==> config.mk <==
export PLATFORM = sky130hd
export DESIGN_NAME = ucie_ctl_rdi_rx_buffer_flat
export DESIGN_NICKNAME = d
export VERILOG_FILES = /design/src/rtl/ucie_ctl_rx_pkg.sv /design/src/rtl/ucie_ctl_rdi_rx_buffer_if.sv /design/src/rtl/ucie_ctl_sync_fifo.sv /design/src/rtl/ucie_ctl_rdi_rx_buffer.sv /design/src/flat_wrapper.sv
export SDC_FILE = /design/constraint.sdc
export NUM_CORES = 1
export LEC_CHECK = 0
export ABC_AREA = 1
export BUFFER_PORTS_ARGS = -buffer_cell sky130_fd_sc_hd__buf_2
export CAP_MARGIN = 20
export CORE_AREA = 5 5 281 283
export DETAILED_ROUTE_END_ITERATION = 8
export DIE_AREA = 0 0 286 288
export PLACE_DENSITY = 0.74
export SLEW_MARGIN = 15
export SYNTH_ARGS = -nofsm -noshare
export SYNTH_HDL_FRONTEND = slang
export SYNTH_SLANG_ARGS = --single-unit
==> constraint.sdc <==
create_clock -name i_clk -period 5.3 [get_ports i_clk]
set_input_delay 0.265 -clock i_clk [delete_from_list [all_inputs] [get_ports i_clk]]
set_output_delay 0.265 -clock i_clk [all_outputs]
set_load 0.01 [all_outputs]
==> src/rtl/ucie_ctl_rx_pkg.sv <==
// Shared RDI link-state encodings, RX buffer FSM states and state-class helper.
package ucie_ctl_rx_pkg;

  localparam int unsigned STS_W = 4;

  localparam logic [STS_W-1:0] RDI_RESET     = 4'b0000;
  localparam logic [STS_W-1:0] RDI_ACTIVE    = 4'b0001;
  localparam logic [STS_W-1:0] RDI_PMNAK     = 4'b0011;
  localparam logic [STS_W-1:0] RDI_L1        = 4'b0100;
  localparam logic [STS_W-1:0] RDI_L2        = 4'b1000;
  localparam logic [STS_W-1:0] RDI_LINKRESET = 4'b1001;
  localparam logic [STS_W-1:0] RDI_LINKERROR = 4'b1010;
  localparam logic [STS_W-1:0] RDI_RETRAIN   = 4'b1011;
  localparam logic [STS_W-1:0] RDI_DISABLED  = 4'b1100;

  typedef enum logic [1:0] {
    IDLE   = 2'd0,
    ACTIVE = 2'd1,
    DRAIN  = 2'd2,
    FLUSH  = 2'd3
  } rx_fsm_e;

  // Link states after which buffered flits are meaningless and must be discarded
  function automatic logic is_flush_state(input logic [STS_W-1:0] sts);
    return (sts == RDI_RESET) || (sts == RDI_LINKRESET) ||
           (sts == RDI_LINKERROR) || (sts == RDI_DISABLED);
  endfunction

endpackage

==> src/rtl/ucie_ctl_rdi_rx_buffer_if.sv <==
// RDI receive side and FDI delivery side of the RX buffer.
interface ucie_ctl_rdi_rx_buffer_if #(
  parameter int unsigned NBYTES = 8
);
  import ucie_ctl_rx_pkg::*;

  localparam int unsigned DW = NBYTES * 8;

  logic [STS_W-1:0] rdi_pl_state_sts;
  logic             rdi_pl_valid;
  logic [DW-1:0]    rdi_pl_data;
  logic             rdi_lp_irdy;
  logic             fdi_lp_irdy;
  logic [DW-1:0]    fdi_data;
  logic             fdi_data_valid;

  // PHY/adapter side: drives received flits and FDI ready
  modport master (
    output rdi_pl_state_sts, rdi_pl_valid, rdi_pl_data, fdi_lp_irdy,
    input  rdi_lp_irdy, fdi_data, fdi_data_valid
  );

  // Buffer side
  modport slave (
    input  rdi_pl_state_sts, rdi_pl_valid, rdi_pl_data, fdi_lp_irdy,
    output rdi_lp_irdy, fdi_data, fdi_data_valid
  );

endinterface

==> src/rtl/ucie_ctl_sync_fifo.sv <==
// Single-clock first-word-fall-through FIFO with synchronous flush.
module ucie_ctl_sync_fifo #(
  parameter int unsigned WIDTH = 64,
  parameter int unsigned DEPTH = 16
) (
  input  logic                     clk,
  input  logic                     rst,
  input  logic                     flush,
  input  logic                     push,
  input  logic                     pop,
  input  logic [WIDTH-1:0]         wdata,
  output logic [WIDTH-1:0]         rdata,
  output logic [$clog2(DEPTH):0]   level,
  output logic                     full,
  output logic                     empty
);

  localparam int unsigned AW = $clog2(DEPTH);
  localparam int unsigned LW = AW + 1;

  logic [WIDTH-1:0] mem [DEPTH];
  logic [AW:0]      wr_ptr;
  logic [AW:0]      rd_ptr;
  logic             wr_en;
  logic             rd_en;

  // When full, a write is only possible if the head leaves in the same cycle
  assign wr_en = push & (~full | pop);
  assign rd_en = pop & ~empty;

  assign level = wr_ptr - rd_ptr;
  assign full  = (level == LW'(DEPTH));
  assign empty = (level == LW'(0));
  assign rdata = mem[rd_ptr[AW-1:0]];

  // Pointer update; the extra MSB distinguishes full from empty
  always_ff @(posedge clk) begin
    if (rst || flush) begin
      wr_ptr <= '0;
      rd_ptr <= '0;
    end else begin
      if (wr_en) wr_ptr <= wr_ptr + LW'(1);
      if (rd_en) rd_ptr <= rd_ptr + LW'(1);
    end
  end

  // Storage write; contents deliberately not reset
  always_ff @(posedge clk) begin
    if (wr_en) mem[wr_ptr[AW-1:0]] <= wdata;
  end

endmodule

==> src/rtl/ucie_ctl_rdi_rx_buffer.sv <==
// RX buffer between PHY RDI receive path and adapter FDI: link-state gated FIFO with drop accounting.
module ucie_ctl_rdi_rx_buffer
  import ucie_ctl_rx_pkg::*;
#(
  parameter int unsigned NBYTES    = 8,
  parameter int unsigned DEPTH     = 16,
  parameter int unsigned AF_THRESH = 12,
  parameter int unsigned DROP_CW   = 8
) (
  input  logic                     i_clk,
  input  logic                     i_rst,
  ucie_ctl_rdi_rx_buffer_if.slave  rx,
  input  logic                     i_clr_overflow,
  output logic                     o_overflow_detected,
  output logic [DROP_CW-1:0]       o_drop_count,
  output logic [$clog2(DEPTH):0]   o_fifo_level,
  output logic [1:0]               o_rx_state
);

  localparam int unsigned DW = NBYTES * 8;
  localparam int unsigned LW = $clog2(DEPTH) + 1;

  rx_fsm_e          state;
  rx_fsm_e          state_nxt;
  logic             push;
  logic             pop;
  logic             drop;
  logic             flush;
  logic             full;
  logic             empty;
  logic [LW-1:0]    level;
  logic [DW-1:0]    head;
  logic [STS_W-1:0] sts;

  assign sts   = rx.rdi_pl_state_sts;
  assign push  = rx.rdi_pl_valid & (state == ACTIVE);
  assign flush = (state == FLUSH);
  assign pop   = rx.fdi_data_valid & rx.fdi_lp_irdy;
  assign drop  = push & full & ~pop;

  assign rx.fdi_data_valid = ~empty & ((state == ACTIVE) | (state == DRAIN));
  assign rx.fdi_data       = rx.fdi_data_valid ? head : '0;
  assign rx.rdi_lp_irdy    = (level < LW'(AF_THRESH)) & (state == ACTIVE);

  assign o_fifo_level = level;
  assign o_rx_state   = 2'(state);

  ucie_ctl_sync_fifo #(
    .WIDTH (DW),
    .DEPTH (DEPTH)
  ) u_fifo (
    .clk   (i_clk),
    .rst   (i_rst),
    .flush (flush),
    .push  (push),
    .pop   (pop),
    .wdata (rx.rdi_pl_data),
    .rdata (head),
    .level (level),
    .full  (full),
    .empty (empty)
  );

  // FSM state register
  always_ff @(posedge i_clk) begin
    if (i_rst) state <= IDLE;
    else       state <= state_nxt;
  end

  // Next state: flush-class status beats ACTIVE status beats drain completion
  always_comb begin
    state_nxt = state;
    case (state)
      IDLE: begin
        if (sts == RDI_ACTIVE) state_nxt = ACTIVE;
      end
      ACTIVE: begin
        if (is_flush_state(sts))    state_nxt = FLUSH;
        else if (sts != RDI_ACTIVE) state_nxt = DRAIN;
      end
      DRAIN: begin
        if (is_flush_state(sts))    state_nxt = FLUSH;
        else if (sts == RDI_ACTIVE) state_nxt = ACTIVE;
        else if (empty)             state_nxt = IDLE;
      end
      FLUSH:   state_nxt = IDLE;
      default: state_nxt = IDLE;
    endcase
  end

  // Sticky overflow and saturating drop count; a drop in the clear cycle survives the clear
  always_ff @(posedge i_clk) begin
    if (i_rst || flush) begin
      o_overflow_detected <= 1'b0;
      o_drop_count        <= '0;
    end else if (i_clr_overflow) begin
      o_overflow_detected <= drop;
      o_drop_count        <= DROP_CW'(drop);
    end else if (drop) begin
      o_overflow_detected <= 1'b1;
      if (o_drop_count != '1) o_drop_count <= o_drop_count + DROP_CW'(1);
    end
  end

endmodule

==> src/flat_wrapper.sv <==
// flat-port wrapper written by rule: the top's interface ports become plain ports
module ucie_ctl_rdi_rx_buffer_flat import ucie_ctl_rx_pkg::*;
#(
  parameter int unsigned NBYTES    = 8,
  parameter int unsigned DEPTH     = 16,
  parameter int unsigned AF_THRESH = 12,
  parameter int unsigned DROP_CW   = 8
)
  (i_clk, i_rst, i_clr_overflow, o_overflow_detected, o_drop_count, o_fifo_level, o_rx_state, rx_rdi_pl_state_sts, rx_rdi_pl_valid, rx_rdi_pl_data, rx_fdi_lp_irdy, rx_rdi_lp_irdy, rx_fdi_data, rx_fdi_data_valid);
  ucie_ctl_rdi_rx_buffer_if #(.NBYTES(NBYTES)) rx_i ();
  input  logic i_clk;
  input  logic i_rst;
  input  logic i_clr_overflow;
  output logic o_overflow_detected;
  output logic [DROP_CW-1:0] o_drop_count;
  output logic [$clog2(DEPTH):0] o_fifo_level;
  output logic [1:0] o_rx_state;
  input wire logic [$bits(rx_i.rdi_pl_state_sts)-1:0] rx_rdi_pl_state_sts;
  input wire logic [$bits(rx_i.rdi_pl_valid)-1:0] rx_rdi_pl_valid;
  input wire logic [$bits(rx_i.rdi_pl_data)-1:0] rx_rdi_pl_data;
  input wire logic [$bits(rx_i.fdi_lp_irdy)-1:0] rx_fdi_lp_irdy;
  output wire logic [$bits(rx_i.rdi_lp_irdy)-1:0] rx_rdi_lp_irdy;
  output wire logic [$bits(rx_i.fdi_data)-1:0] rx_fdi_data;
  output wire logic [$bits(rx_i.fdi_data_valid)-1:0] rx_fdi_data_valid;
  assign rx_i.rdi_pl_state_sts = rx_rdi_pl_state_sts;
  assign rx_i.rdi_pl_valid = rx_rdi_pl_valid;
  assign rx_i.rdi_pl_data = rx_rdi_pl_data;
  assign rx_i.fdi_lp_irdy = rx_fdi_lp_irdy;
  assign rx_rdi_lp_irdy = rx_i.rdi_lp_irdy;
  assign rx_fdi_data = rx_i.fdi_data;
  assign rx_fdi_data_valid = rx_i.fdi_data_valid;
  ucie_ctl_rdi_rx_buffer #(.NBYTES(NBYTES), .DEPTH(DEPTH), .AF_THRESH(AF_THRESH), .DROP_CW(DROP_CW)) u_core (.i_clk(i_clk), .i_rst(i_rst), .rx(rx_i), .i_clr_overflow(i_clr_overflow), .o_overflow_detected(o_overflow_detected), .o_drop_count(o_drop_count), .o_fifo_level(o_fifo_level), .o_rx_state(o_rx_state));
endmodule
# ---- Word-level counts from Yosys, hierarchy flattened
# Memory sizes are Yosys's and may differ from the RTL's. A register that Yosys moved wholly into a read port is not among the register bits.
# Cells that the tools add are included.
dict set report totals {
  register_bits 21
  ram_bits 1024
  inputBits 73
  out_inout_bits 82
  elab_cells 68
  n_memories 1
}
# memory depth width read_ports rd_ports_with_merged_regs wr line
set mem_list {}
lappend mem_list {u_core.u_fifo.mem 16 64 1 1 1 ucie_ctl_sync_fifo.sv:21} ;# logic [WIDTH-1:0] mem [DEPTH];
dict set report op_classes {
  addsub 4
  n_lt_le_gt_ge 1
  n_eq_ne 13
  mux 17
  bitwise 13
  reduce_logical 13
}
# operator count
set op_table {}
lappend op_table {{$mux W64} 1}
lappend op_table {{$eq A4 B4 Y1 const B} 3}
lappend op_table {{$mux W2} 6}
lappend op_table {{$add A5 B1 Y5 const B} 2}
lappend op_table {{$add A8 B1 Y8 const B} 1}
lappend op_table {{$and A1 B1 Y1} 8}
lappend op_table {{$mux W4} 2}
lappend op_table {{$ne A8 B8 Y1 const B} 1}
lappend op_table {{$pmux W2 S4} 1}
lappend op_table {{$mux W1} 7}
lappend op_table {{$eq A5 B5 Y1 const B} 1}
lappend op_table {{$logic_not A5 Y1} 1}
lappend op_table {{$lt A5 B4 Y1 const B} 1}
lappend op_table {{$sub A5 B5 Y5} 1}
lappend op_table {{$eq A2 B2 Y1 const B} 2}
lappend op_table {{$eq A4 B1 Y1 const B} 1}
lappend op_table {{$logic_not A4 Y1} 1}
lappend op_table {{$logic_or A1 B1 Y1} 4}
lappend op_table {{$ne A4 B1 Y1 const B} 1}
lappend op_table {{$ne A4 B3 Y1 const B} 1}
lappend op_table {{$reduce_and A2 Y1} 2}
lappend op_table {{$reduce_bool A2 Y1} 2}
lappend op_table {{$ne A3 B3 Y1 const B} 1}
lappend op_table {{$not A1 Y1} 3}
lappend op_table {{6 further kinds} 7}

# ---- Logic depth before layout (Yosys ltp)
dict set report depth {
  depth_word 9
  depth_mapped 16
  mapped_depth_nobuf 15
}

# ---- Hierarchy
# Synthesis repeated with hierarchy kept, for this count alone.
dict set report hier_totals {
  cells_unflattened 3079
  area_unflattened_um2 42898.6
}
# mod n_inst cells_each area_per_inst_um2 seq_area_each_um2
set modules_own_cells {}
lappend modules_own_cells {ucie_ctl_sync_fifo 1 2821 41582.4 31029.8}
lappend modules_own_cells {ucie_ctl_rdi_rx_buffer 1 258 1316.3 220.2}

# ---- Worst setup path before layout
# OpenSTA, ideal clock, no wires.
dict set report synth_path {
  path_kind {register -> register}
  from {reg u_core.u_fifo.wr_ptr[0]}
  to {mem u_core.u_fifo.mem[0][0], enable pin}
  arrival_time_ps 4610
  t_required_ps 4814
  slack_ps 203
  path_stages_with_launch 15
  n_path_buf 0
  synth_period_minus_slack_ps 5097
  path_cell_list {dfxtp_1 > inv_1 > ha_1 > fa_1 > inv_1 > nand3_1 > nand2_1 > nand2_1 > nand2_1 > inv_2 > o2111ai_2 > nand2_2 > inv_2 > nand2_1 > nor2_1}
}
dict set report synth_between {
  elab_chain_cells 9
  elab_cells_between_ends 11
}
# item line
set synth_lines {}
lappend synth_lines {{from (decl)} ucie_ctl_sync_fifo.sv:22} ;# logic [AW:0] wr_ptr;
lappend synth_lines {{from (signal assigned)} ucie_ctl_sync_fifo.sv:42} ;# if (wr_en) wr_ptr <= wr_ptr + LW'(1);
lappend synth_lines {{$sub A5 B5 Y5 *} ucie_ctl_sync_fifo.sv:31} ;# assign level = wr_ptr - rd_ptr;
lappend synth_lines {{via o_fifo_level[4]} flat_wrapper.sv:16} ;# output logic [$clog2(DEPTH):0] o_fifo_level;
lappend synth_lines {{$logic_not A5 Y1} ucie_ctl_sync_fifo.sv:33} ;# assign empty = (level == LW'(0));
lappend synth_lines {{$not A1 Y1} ucie_ctl_rdi_rx_buffer.sv:41} ;# assign rx.fdi_data_valid = ~empty & ((state == ACTIVE) | (state == DRAIN));
lappend synth_lines {{$and A1 B1 Y1} ucie_ctl_rdi_rx_buffer.sv:41}
lappend synth_lines {{$and A1 B1 Y1} ucie_ctl_rdi_rx_buffer.sv:38} ;# assign pop = rx.fdi_data_valid & rx.fdi_lp_irdy;
lappend synth_lines {{$or A1 B1 Y1 *} ucie_ctl_sync_fifo.sv:28} ;# assign wr_en = push & (~full | pop);
lappend synth_lines {{$and A1 B1 Y1 *} ucie_ctl_sync_fifo.sv:28}
lappend synth_lines {{$mux W1 *} ucie_ctl_sync_fifo.sv:49} ;# if (wr_en) mem[wr_ptr[AW-1:0]] <= wdata;
lappend synth_lines {{$mux W1 (not written as such) *} ucie_ctl_sync_fifo.sv:49}
lappend synth_lines {{to (decl)} ucie_ctl_sync_fifo.sv:21}
# The timed path passes the listed nets; every way through them passes the cells marked *.

==> results by group <==
Power and ir drop
  – Static Leakage: 0.0166 µW
  – Net Sw Power: 4980 µW
  – Clock power share: 0.366
  – Sequential share of power: 0.488
  – Comb power frac: 0.146
  – P_int: 14100 µW
  – Net Sw Frac: 0.262
  – Pwr dens: 400 nW/µm²
  – VDD IR max: 0.000310 V

Cells and area
  – Register Area: 31300 µm²
  – Commonest non-fill, non-tap cell in the layout: edfxtp_1
  – Layout area overhead: 13.1%
  – Area occupied by multi-input gates: 9740 µm²
  – Post-Layout Cell Count: 4490
  – Fillers: 5544
  – Most frequent cells in the layout: 1024 x edfxtp_1, 999 x nand2_1, 327 x a21oi_1, 215 x nand3_1, 154 x buf_2
  – Fraction of layout cells with a size suffix above 1: 0.108
  – Final nets: 3510

Placement
  – DP Cell Count: 4238
  – DP HPWL: 49300 µm
  – GPL Wtd Cong: 0.761
  – Port-buffer cells: 154

STA
  – Hold_ws: 79.4 ps
  – Actual slew at the worst max-slew pin: 1110 ps
  – Slew Limit Headroom: 0.258
  – Setup violators final: 0
  – Tmin final: 3920 ps
  – Final hold vios: 0
  – Achievable clock frequency: 255 MHz
  – Max Slew Vio Count: 0
  – RSZ-0062 raised after global routing: no
  – Layout Skew: 23.1 ps
  – Period utilization: 0.740
  – Setup TNS: 0 ps

Synthesis
  – Netlist cell types: 33
  – #FFs+latches synth: 1049
  – Synth warnings: 0
  – Number of flops mapped to enable cells by yosys: 1024
  – Syn nets: 3363
  – Synthesized cell area: 42100 µm²
  – Fraction of registers with async set/reset: 0
  – Seq/Total Area, Yosys: 0.742
  – Post-synth top flop: edfxtp_1
  – Gate Count Post-Synth: 3274
  – Avg Cell Area, Syn: 12.9 µm²

Critical path
  – CP Capture Type: output port
  – Worst Path Required: 5040 ps
  – WS Path Type: flip-flop to output port
  – Crit path max fanout: 146
  – Crit path DAT: 3660 ps
  – CP Launch Type: flip-flop

Clock tree
  – H-tree levels: 3
  – Root buf cell: clkbuf_16
  – CTS tree: yes
  – Total CTS buffers: 103
  – CTS Sinks: 1049
  – Clock Pin Slew Worst Setup and Hold Paths: 70 ps
  – Max clock buf depth: 3
  – Resized Gates After CTS: 0
  – Clock latency at the later pin of the worst-skew pair: 670 ps

Drt
  – Routed len/inst: 22.0 µm
  – Vias post-DR: 26800
  – Starting DRT DRC Count: 3044
  – Detailed Routing Iterations Pass 1: 6
  – DRC Markers: 0
  – Antenna viol nets, final: 0
  – Avg Vias per Cell: 5.97
  – Wirelength, routed: 98600 µm

Die
  – Die H: 288 µm
  – Die X: 286 µm
  – IO Pins: 155
  – Die area: 82400 µm²
  – Std cell rows: 102
  – Initial Util: 0.551
  – Core area: 76400 µm²

Flow run
  – Number of max-cap violations: 0

GRT
  – First-pass GRT wire length: 150000 µm
  – Antenna violations before repair: 3
  – Vias in the first global route: 26100
  – Pin count of the biggest net entering global routing: 159
  – All-Layer GR Usage: 0.234
  – Gr ovfl total: 0

Min path
  – Hold crit path type: input port to flip-flop

Outcome
  – Status: completed
-- critical path, stage by stage (launching register included) --
cell      delay (ps)
dfxtp_4          550
inv_8            770
buf_4            600
a21oi_1           90
a32o_1           240
o211ai_1         200
nand2_1          160
nor2_1           110
buf_2            150
-- metrics by stage --
stage | utilization | power, µW | cell area (µm²) | setup WS, ps
floorplan | - | 11400 | 42100 | 203
global placement | 0.572 | 12200 | 43700 | 1540
detailed placement | 0.572 | 12200 | 43700 | 1470
CTS | 0.623 | 19200 | 47600 | 1300
global route | 0.623 | 19800 | 47600 | 1130
finish | 0.623 | 19100 | 47600 | 1380
-- power groups by stage --
stage,combinational (µW),clock [µW],sequential (µW)
floorplan,1940,0,9430
global placement,2680,0,9470
detailed placement,2750,0,9470
CTS,2800,7060,9300
global route,3080,7420,9300
finish,2780,6970,9300
-- flip-flops by register name, summed over array words and instances, names as in the netlist, named ones only --
signal and flops:
u_core.u_fifo.mem 1024, u_core.u_fifo.wr_ptr 5, u_core.o_rx_state 2, u_core.o_overflow_detected 1, u_core.u_fifo.rd_ptr 5, u_core.o_drop_count 8
-- final timing paths --
| kind | from | end | slack (ps) | depth (start not counted) |
|---|---|---|---|---|
| worst max-delay path | flip-flop | rx_fdi_data[48] | 1380 | 8 |
| worst min-delay path | rx_rdi_pl_valid | u_core.u_fifo.wr_ptr[3]$_SDFFE_PP0P_ | 80 | 5 |
| worst max register to register | u_core.u_fifo.wr_ptr[0]$_SDFFE_PP0P_ | u_core.u_fifo.mem[13][27]$_DFFE_PP_ | 1440 | 15 |
| worst min register to register | u_core.u_fifo.rd_ptr[4]$_SDFFE_PP0P_ | u_core.u_fifo.rd_ptr[4]$_SDFFE_PP0P_ | 480 | 2 |
-- kinds of logic after synthesis --
kind of cell,Yosys count,synth area share
simple gates,1330,0.126
flops,1049,0.742
compound gates,607,0.0949
buf+inv,261,0.0292
fa+ha+maj,16,0.00493
xor+xnor,11,0.00229
-- synth_stat cells, drive strengths merged, types with 2 or more instances --
cell type	instances	area, µm²
a32o	79	791
o211ai	79	593
dfxtp	25	500
xor2	8	70.1
nand4	9	56.3
ha	15	188
o21ai	5	25.0
edfxtp	1024	30700
nand3	217	1100
inv	38	143
nand2	1003	3770
nor3	2	15.0
buf	153	826
a22oi	65	488
a21oi	328	1650
nor2	99	379
clkbuf	69	259
xnor2	3	26.3
o311ai	49	429
-- routing by layer --
| layer | GRT usage | part of all wire |
|---|---|---|
| met1 | 0.326 | 0.41 |
| met3 | 0.0319 | 0.071 |
| met2 | 0.391 | 0.50 |
| met5 | 0 | 0.00021 |
| met4 | 0.0686 | 0.021 |
-- timing repair --
| action | CTS | global route |
|---|---|---|
| hold buffers | 66 | 0 |
| endpoints found under the setup margin | 0 | 0 |
| hold endpoints to repair | 1027 | 0 |
| buffers inserted | 0 | 0 |
-- layout make-up --
type | instances | share of cell area
Antenna cell | 1 | 0.0000526
Clock buffer | 128 | 0.0566
Clock inverter | 57 | 0.0111
Inverter | 39 | 0.00344
Multi-Input combinational cell | 1964 | 0.205
Sequential cell | 1049 | 0.657
Tap cell | 988 | 0.0260
Timing Repair Buffer | 264 | 0.0415
(Power assumes the default switching activity.)
